<file path="src/rtl/hazard_unit_if.sv">
// hazard_unit_if: pipeline hazard inputs and forward/stall/flush controls for hazard_unit.
// HAZARD_PERF_CNT_EN adds the performance counter outputs.
interface hazard_unit_if #(parameter int CNT_W = 32);
    logic [4:0] rsD, rtD, rsE, rtE, writeregE, writeregM, writeregW;
    logic branchD, regwriteE, memtoregE, regwriteM, memtoregM, regwriteW, dmem_ready;
    logic stallF, stallD, stallE, stallM, flushE, flushW, forwardAD, forwardBD;
    logic [1:0] forwardAE, forwardBE, stall_cause;
    logic hazard_err;
`ifdef HAZARD_PERF_CNT_EN
    logic [CNT_W-1:0] perf_stall_cnt, perf_flush_cnt;
`endif
    modport master (
        output rsD, rtD, rsE, rtE, writeregE, writeregM, writeregW,
        output branchD, regwriteE, memtoregE, regwriteM, memtoregM, regwriteW, dmem_ready,
        input stallF, stallD, stallE, stallM, flushE, flushW, forwardAD, forwardBD,
        input forwardAE, forwardBE, stall_cause, hazard_err
`ifdef HAZARD_PERF_CNT_EN
        , input perf_stall_cnt, perf_flush_cnt
`endif
    );
    modport slave (
        input rsD, rtD, rsE, rtE, writeregE, writeregM, writeregW,
        input branchD, regwriteE, memtoregE, regwriteM, memtoregM, regwriteW, dmem_ready,
        output stallF, stallD, stallE, stallM, flushE, flushW, forwardAD, forwardBD,
        output forwardAE, forwardBE, stall_cause, hazard_err
`ifdef HAZARD_PERF_CNT_EN
        , output perf_stall_cnt, perf_flush_cnt
`endif
    );
endinterface

</file>
<file path="src/rtl/hazard_unit.sv">
// hazard_unit: forwarding, stall/flush, stall-cause FSM and stall watchdog for a 5-stage MIPS pipeline.
// Optional HAZARD_PERF_CNT_EN adds stall/flush performance counters.
module hazard_unit #(
    parameter int MAX_STALL = 16,
    parameter int CNT_W = 32
) (
    input logic clk,
    input logic reset,
    hazard_unit_if.slave hz
);
    typedef enum logic [1:0] {RUN = 2'b00, LDUSE = 2'b01, BRSTALL = 2'b10, MEMWAIT = 2'b11} state_t;
    state_t state_q, state_d;
    logic [7:0] stall_cnt_q, stall_cnt_d;
    logic hazard_err_q, hazard_err_d;
    logic lwstall, brstall, memwait, any_stall;

    if (CNT_W < 1 || MAX_STALL < 2 || MAX_STALL > 255) begin : g_bad_param
        $error("hazard_unit: parameter out of range");
    end

    // $0 is hard-wired, so it never creates a dependency
    function automatic logic hit(input logic [4:0] a, input logic [4:0] b);
        return (a != 5'd0) && (a == b);
    endfunction

    function automatic logic [1:0] fwd_sel(input logic [4:0] r);
        return (hz.regwriteM && hit(r, hz.writeregM)) ? 2'b10 :
               (hz.regwriteW && hit(r, hz.writeregW)) ? 2'b01 : 2'b00;
    endfunction

    assign memwait = hz.memtoregM & ~hz.dmem_ready;
    assign lwstall = hz.memtoregE & (hit(hz.rsD, hz.writeregE) | hit(hz.rtD, hz.writeregE));
    assign brstall = hz.branchD &
                     ((hz.regwriteE & (hit(hz.rsD, hz.writeregE) | hit(hz.rtD, hz.writeregE))) |
                      (hz.memtoregM & (hit(hz.rsD, hz.writeregM) | hit(hz.rtD, hz.writeregM))));
    assign any_stall = memwait | lwstall | brstall;

    assign hz.stallF = ~reset & any_stall;
    assign hz.stallD = ~reset & any_stall;
    assign hz.stallE = ~reset & memwait;
    assign hz.stallM = ~reset & memwait;
    assign hz.flushW = ~reset & memwait;
    assign hz.flushE = ~reset & ~memwait & (lwstall | brstall);
    assign hz.forwardAD = ~reset & hz.regwriteM & hit(hz.rsD, hz.writeregM);
    assign hz.forwardBD = ~reset & hz.regwriteM & hit(hz.rtD, hz.writeregM);
    assign hz.forwardAE = reset ? 2'b00 : fwd_sel(hz.rsE);
    assign hz.forwardBE = reset ? 2'b00 : fwd_sel(hz.rtE);
    assign hz.stall_cause = state_q;
    assign hz.hazard_err = hazard_err_q;

    always_comb begin
        state_d = memwait ? MEMWAIT : lwstall ? LDUSE : brstall ? BRSTALL : RUN;
        stall_cnt_d = !any_stall ? 8'd0 :
                      (stall_cnt_q == 8'(MAX_STALL)) ? stall_cnt_q : stall_cnt_q + 8'd1;
        hazard_err_d = hazard_err_q | (stall_cnt_d == 8'(MAX_STALL));
    end

    always_ff @(posedge clk or posedge reset) begin
        if (reset) begin
            state_q <= RUN;
            stall_cnt_q <= 8'd0;
            hazard_err_q <= 1'b0;
        end else begin
            state_q <= state_d;
            stall_cnt_q <= stall_cnt_d;
            hazard_err_q <= hazard_err_d;
        end
    end

`ifdef HAZARD_PERF_CNT_EN
    logic [CNT_W-1:0] perf_stall_q, perf_stall_d, perf_flush_q, perf_flush_d;

    always_comb begin
        perf_stall_d = perf_stall_q + (hz.stallF ? CNT_W'(1) : CNT_W'(0));
        perf_flush_d = perf_flush_q + ((hz.flushE | hz.flushW) ? CNT_W'(1) : CNT_W'(0));
    end

    always_ff @(posedge clk or posedge reset) begin
        if (reset) begin
            perf_stall_q <= '0;
            perf_flush_q <= '0;
        end else begin
            perf_stall_q <= perf_stall_d;
            perf_flush_q <= perf_flush_d;
        end
    end

    assign hz.perf_stall_cnt = perf_stall_q;
    assign hz.perf_flush_cnt = perf_flush_q;
`endif
endmodule

</file>
<file path="src/flat_wrapper.sv">
// flat-port wrapper written by rule: the top's interface ports become plain ports
module hazard_unit_flat 
#(
    parameter int MAX_STALL = 16,
    parameter int CNT_W = 32
)
  (clk, reset, hz_rsD, hz_rtD, hz_rsE, hz_rtE, hz_writeregE, hz_writeregM, hz_writeregW, hz_branchD, hz_regwriteE, hz_memtoregE, hz_regwriteM, hz_memtoregM, hz_regwriteW, hz_dmem_ready, hz_stallF, hz_stallD, hz_stallE, hz_stallM, hz_flushE, hz_flushW, hz_forwardAD, hz_forwardBD, hz_forwardAE, hz_forwardBE, hz_stall_cause, hz_hazard_err);
  hazard_unit_if #(.CNT_W(CNT_W)) hz_i ();
  input logic clk;
  input logic reset;
  input wire logic [$bits(hz_i.rsD)-1:0] hz_rsD;
  input wire logic [$bits(hz_i.rtD)-1:0] hz_rtD;
  input wire logic [$bits(hz_i.rsE)-1:0] hz_rsE;
  input wire logic [$bits(hz_i.rtE)-1:0] hz_rtE;
  input wire logic [$bits(hz_i.writeregE)-1:0] hz_writeregE;
  input wire logic [$bits(hz_i.writeregM)-1:0] hz_writeregM;
  input wire logic [$bits(hz_i.writeregW)-1:0] hz_writeregW;
  input wire logic [$bits(hz_i.branchD)-1:0] hz_branchD;
  input wire logic [$bits(hz_i.regwriteE)-1:0] hz_regwriteE;
  input wire logic [$bits(hz_i.memtoregE)-1:0] hz_memtoregE;
  input wire logic [$bits(hz_i.regwriteM)-1:0] hz_regwriteM;
  input wire logic [$bits(hz_i.memtoregM)-1:0] hz_memtoregM;
  input wire logic [$bits(hz_i.regwriteW)-1:0] hz_regwriteW;
  input wire logic [$bits(hz_i.dmem_ready)-1:0] hz_dmem_ready;
  output wire logic [$bits(hz_i.stallF)-1:0] hz_stallF;
  output wire logic [$bits(hz_i.stallD)-1:0] hz_stallD;
  output wire logic [$bits(hz_i.stallE)-1:0] hz_stallE;
  output wire logic [$bits(hz_i.stallM)-1:0] hz_stallM;
  output wire logic [$bits(hz_i.flushE)-1:0] hz_flushE;
  output wire logic [$bits(hz_i.flushW)-1:0] hz_flushW;
  output wire logic [$bits(hz_i.forwardAD)-1:0] hz_forwardAD;
  output wire logic [$bits(hz_i.forwardBD)-1:0] hz_forwardBD;
  output wire logic [$bits(hz_i.forwardAE)-1:0] hz_forwardAE;
  output wire logic [$bits(hz_i.forwardBE)-1:0] hz_forwardBE;
  output wire logic [$bits(hz_i.stall_cause)-1:0] hz_stall_cause;
  output wire logic [$bits(hz_i.hazard_err)-1:0] hz_hazard_err;
  assign hz_i.rsD = hz_rsD;
  assign hz_i.rtD = hz_rtD;
  assign hz_i.rsE = hz_rsE;
  assign hz_i.rtE = hz_rtE;
  assign hz_i.writeregE = hz_writeregE;
  assign hz_i.writeregM = hz_writeregM;
  assign hz_i.writeregW = hz_writeregW;
  assign hz_i.branchD = hz_branchD;
  assign hz_i.regwriteE = hz_regwriteE;
  assign hz_i.memtoregE = hz_memtoregE;
  assign hz_i.regwriteM = hz_regwriteM;
  assign hz_i.memtoregM = hz_memtoregM;
  assign hz_i.regwriteW = hz_regwriteW;
  assign hz_i.dmem_ready = hz_dmem_ready;
  assign hz_stallF = hz_i.stallF;
  assign hz_stallD = hz_i.stallD;
  assign hz_stallE = hz_i.stallE;
  assign hz_stallM = hz_i.stallM;
  assign hz_flushE = hz_i.flushE;
  assign hz_flushW = hz_i.flushW;
  assign hz_forwardAD = hz_i.forwardAD;
  assign hz_forwardBD = hz_i.forwardBD;
  assign hz_forwardAE = hz_i.forwardAE;
  assign hz_forwardBE = hz_i.forwardBE;
  assign hz_stall_cause = hz_i.stall_cause;
  assign hz_hazard_err = hz_i.hazard_err;
  hazard_unit #(.MAX_STALL(MAX_STALL), .CNT_W(CNT_W)) u_core (.clk(clk), .reset(reset), .hz(hz_i));
endmodule
</file>
<file path="config.mk">
export PLATFORM = sky130hd
export DESIGN_NAME = hazard_unit_flat
export DESIGN_NICKNAME = d
export VERILOG_FILES = /design/src/rtl/hazard_unit_if.sv /design/src/rtl/hazard_unit.sv /design/src/flat_wrapper.sv
export SDC_FILE = /design/constraint.sdc
export NUM_CORES = 1
export LEC_CHECK = 0
export CAP_MARGIN = 20
export CELL_PAD_IN_SITES_DETAIL_PLACEMENT = 0
export CELL_PAD_IN_SITES_GLOBAL_PLACEMENT = 1
export CORE_UTILIZATION = 26
export CTS_BUF_LIST = sky130_fd_sc_hd__clkbuf_4
export CTS_CLUSTER_DIAMETER = 30
export CTS_CLUSTER_SIZE = 16
export DETAILED_ROUTE_END_ITERATION = 7
export PLACE_DENSITY = 0.82
export SLEW_MARGIN = 20
export SYNTH_ARGS = -nofsm -noshare
export SYNTH_HDL_FRONTEND = slang
export SYNTH_SLANG_ARGS = --single-unit
</file>
<file path="constraint.sdc">
create_clock -name clk -period 1.84 [get_ports clk]
set_input_delay 0.368 -clock clk [delete_from_list [all_inputs] [get_ports clk]]
set_output_delay 0.368 -clock clk [all_outputs]
set_load 0.005 [all_outputs]
</file>
* Word level (Yosys, flattened, before mapping) *
Index checks and enable logic that the tools add are counted.
Widths: inputs -> output; s select.

storage, ports and cells
  bits in registers = 11
  input port bits = 44
  word-level logic and storage cells = 63

operators by class
  add/sub/neg operators = 1
  equal/unequal tests = 10
  multiplexer cells = 11
  bitwise gates (word level) = 22
  reductions and logical operators = 16

operators with widths
  operator             number
  $eq 5x5->1           8
  $reduce_bool 5->1    4
  $eq 8x5->1 const B   2
  $mux 8               2
  $mux 2               7
  $and 1x1->1          12
  $logic_and 1x1->1    12
  $add 8x1->8 const B  1
  $or 1x1->1           7
  $not 1->1            3
  $mux 1               2

* Longest topological paths before layout *
  depth after elaboration = 10
  mapped depth = 7
  gate-level depth less buffers = 7

* Least setup slack after synthesis *
No wires, ideal clock.

  path kind = input to output
  start = input hz_rtD[1]
  end = output hz_stallF
  arrival time = 1,652 ps
  path slack = -180 ps
  stages on the path = 7
  path buffers = 1
  cell sequence = nor3_1 -> nand2_1 -> and4_1 -> o211a_4 -> a211oi_4 -> nor2_1 -> buf_4

between the ends
  cells in the longest elaborated chain, start to end = 8

RTL lines
  item                                                    line                                                     source
  start: declaration                                      flat_wrapper.sv:12                                       input wire logic [$bits(hz_i.rtD)-1:0] hz_rtD;
  $eq 5x5->1 / $reduce_bool 5->1 (equally long branches)  hazard_unit.sv:23                                        return (a != 5'd0) && (a == b);
  $logic_and 1x1->1                                       hazard_unit.sv:23
  $or 1x1->1 (on tied branches)                           hazard_unit.sv:32, hazard_unit.sv:34, hazard_unit.sv:35
  $and 1x1->1 (on tied branches)                          hazard_unit.sv:34, hazard_unit.sv:35
  $or 1x1->1                                              hazard_unit.sv:34                                        ((hz.regwriteE & (hit(hz.rsD, hz.writeregE) | hit(hz.rtD, hz.writeregE))) |
  $and 1x1->1                                             hazard_unit.sv:33                                        assign brstall = hz.branchD &
  $or 1x1->1 (*)                                          hazard_unit.sv:36                                        assign any_stall = memwait | lwstall | brstall;
  $and 1x1->1 (*)                                         n/a
  end: declaration                                        flat_wrapper.sv:25                                       output wire logic [$bits(hz_i.stallF)-1:0] hz_stallF;

Mark *: on every way between the ends. The rest lies on a longest branch, timed or not.

* Final worst setup path *
  start = input hz_rsD[4]
  end = output hz_stallF

between the ends
  cells in the longest elaborated chain, start to end = 8

RTL lines
  item                                                    line                                                     source
  start: declaration                                      flat_wrapper.sv:11                                       input wire logic [$bits(hz_i.rsD)-1:0] hz_rsD;
  $eq 5x5->1 / $reduce_bool 5->1 (equally long branches)  hazard_unit.sv:23
  $logic_and 1x1->1                                       hazard_unit.sv:23
  $or 1x1->1 (on tied branches)                           hazard_unit.sv:32, hazard_unit.sv:34, hazard_unit.sv:35
  $and 1x1->1 (on tied branches)                          hazard_unit.sv:34, hazard_unit.sv:35
  $or 1x1->1                                              hazard_unit.sv:34
  $and 1x1->1                                             hazard_unit.sv:33
  $or 1x1->1 (*)                                          hazard_unit.sv:36
  $and 1x1->1 (*)                                         hazard_unit.sv:38                                        assign hz.stallF = ~reset & any_stall;

Marked as above.

==> reports/qor.csv <==
metric,value,unit
simple-gate share of the synthesized area,27.53,%
CP arrival,1.64,ns
WL per Instance,13.04,um
fin nets,298,
Post-Route M1 WL,1787,um
via count,1383,
R2R Path Start,u_core.stall_cnt_q[5]$_DFF_PP0_,
placed cell area,2110,um^2
final setup fails,7,
DRC,0,
clk_skew,0.002083,ns
Diodes inserted,0,
unrepaired setup endpoints after global routing,true,
CTS tree,yes,
Num Clock Sinks,11,
I/O Buffers,58,
Worst Tran Pin Value,0.3675,ns
Mean Syn Cell Area,8.313,um^2
I/O pin cnt,59,
"flops & latches, synth",11,
post-synth top area cell,dfrtp_1,
worst hold path class,input pin to async pin,
Worst EP required,1.47,ns
initial antenna violation count,0,
critical path launch point,hz_rsD[4],
Crit Path Class,input pin to primary output,
row cnt,24,
P&R area growth vs syn,94.54,%
final period utilization,109.3,%
Initial Util,27.49,%
Yosys warning count,0,
maxcap violations,0,
total CTS buffers,3,
vias in the first global route,1373,
DRT Wirelength,3952,um
top post-synthesis cells by area,"dfrtp_1, xnor2_1, xor2_1, nor2_1, nand4_1",
max-slew violation count,0,
post-synthesis net count,192,
DR iter-0 viols,35,
Post-DP HPWL,3050,um
post-synthesis adder-cell area fraction,2.062,%
drt first pass iters,4,
Core Box Area,4414,um^2
Pwr Density,362.9,nW/um^2
"EDFF count, synth",0,
crit path max fanout,2,
mux contribution to synthesized area,0,%
Clock Latency Late Sink,0.27,ns
failing checks,setup timing,
Post-synth top flop,dfrtp_1,
Final ANT Viol Nets,0,
main combinational cell family by area after synthesis,XOR/XNOR gates,
synth unique cells,31,
peak supply drop,0.1554,mV
layout cells sized above 1,47.81,%
post-synth top area share,22.68,%
fin crit period,2.010,ns
FMAX,497.4,MHz
total track usage,16.24,%
Power Total,856.7,uW
Final Wtd Congestion,0.8277,
Fin. Hold Viols,0,
cells after synthesis,146,
vias per cell,4.564,
largest net degree at the start of global routing,12,
outcome,"complete, but fails checks",
clock buffer depth,2,
Post-synth top cells,"xnor2_1, xor2_1, nor2_1",
top-count cell post-synth,xnor2_1,
xor and xnor area share after synthesis,34.64,%
ys async rst share,100.0,%
Leak Pwr,1.089,nW
CP Launch Type,input pin,
Synth Area in Compound Gates,9.381,%
Final Instance Area,2361,um^2
Die Y,70.32,um
top sig layer,met4,
Die Wd,70.32,um
post-synthesis instance area,1214,um^2
wire length on met3,135,um
total gr overflow,0,
first-pass GRT wire length,6506,um
total die area,4945,um^2
Max-slew headroom,75.45,%
final setup margin,-0.1703,ns
metal2 WL,1953,um
Worst-path clk slew,0.07,ns
"Seq/Total Area, Yosys",22.68,%
H-tree depth,1,
crit end category,primary output,
clk root buf,clkbuf_4,
## where the power goes
group | switching [mW] | internal [mW]
Combinational | 0.172 | 0.241
Clock | 0.0853 | 0.0986
Sequential | 0.00872 | 0.251
## kinds of logic after synthesis
kind of cell,count (synthesis)
AO/OA/AOI/OAI,12
XOR/XNOR,48
adder cells (fa/ha/maj),2
buffers and inverters,9
flip-flops,11
AND/OR/NAND/NOR,64
## placed cells by master (no fill, tap or decap), types with 8 or more instances in the layout
cell / n
nand4_1: 8
nor2_1: 10
clkdlybuf4s50_1: 12
dlygate4sd2_1: 9
buf_6: 27
xor2_1: 21
xnor2_1: 20
buf_4: 36
dfrtp_1: 11
nand2_1: 8
buf_2: 16
## sequential cells by signal (all words and copies together), names as in the netlist
register and count:
u_core.hz.hazard_err 1, u_core.hz.stall_cause 2, u_core.stall_cnt_q 8
## layer usage
metal | vias to the layer above | global-route usage [%]
met5 | - | 0
met4 | 0 | 3.778
met3 | 8 | 2.886
met2 | 34 | 27.51
met1 | 630 | 21.26
li1 | 711 | -
## through the flow
| step | hold slack (ns) | cells | util [%] | TNS [ns] | setup slack (ns) |
|---|---|---|---|---|---|
| 3_3_place_gp | 0.4653 | 288 | 47.79 | -12.05 | -0.9490 |
| 5_1_grt | 0.5132 | 303 | 53.49 | -1.365 | -0.2845 |
| 4_1_cts | 0.4561 | 301 | 51.64 | -0.9596 | -0.2339 |
| 3_5_place_dp | 0.4730 | 288 | 47.79 | -12.51 | -0.9931 |
| 6_report | 0.4752 | 303 | 53.49 | -0.7875 | -0.1703 |
| 2_1_floorplan | 0.2409 | 146 | - | -0.09854 | -0.09854 |
## area by class of cell
cell class                      instances  area [um^2]
Fill cell                             415         2053
Multi-Input combinational cell        126         1077
Timing Repair Buffer                  106        898.4
Sequential cell                        11        275.3
Tap cell                               52        65.06
Clock buffer                            4        30.03
Inverter                                4        15.01
## final timing paths
check / depth (start not counted) / slack [ns] / end
worst min-delay path: 4 / 0.48 / u_core.stall_cnt_q[2]$_DFF_PP0_
max in group asynchronous: 4 / 1.22 / u_core.hz.stall_cause[0]$_DFF_PP0_
worst max-delay path: 10 / -0.17 / hz_stallF
min in group clk: 1 / 0.49 / u_core.hz.hazard_err$_DFF_PP0_
worst min register to register: 1 / 0.49 / u_core.hz.hazard_err$_DFF_PP0_
worst max register to register: 7 / 0.33 / u_core.hz.hazard_err$_DFF_PP0_
## worst max-delay path: stages
cell and delay (ns):
buf_6 0.10, buf_6 0.11, xor2_1 0.16, nor3_1 0.23
nand4_1 0.16, nand2_2 0.12, buf_6 0.11, a211oi_4 0.05
nor2_2 0.11, buf_2 0.12
## repair_timing
action / 4_1_cts / 5_1_grt
buffers inserted: 9 / 2
hold buffers: 0 / 0
endpoints found under the setup margin: 22 / 9
gates cloned: 0 / 0
gates resized for setup: 191 / 25
pin swaps: 34 / 19
(Power assumes the default switching activity.)
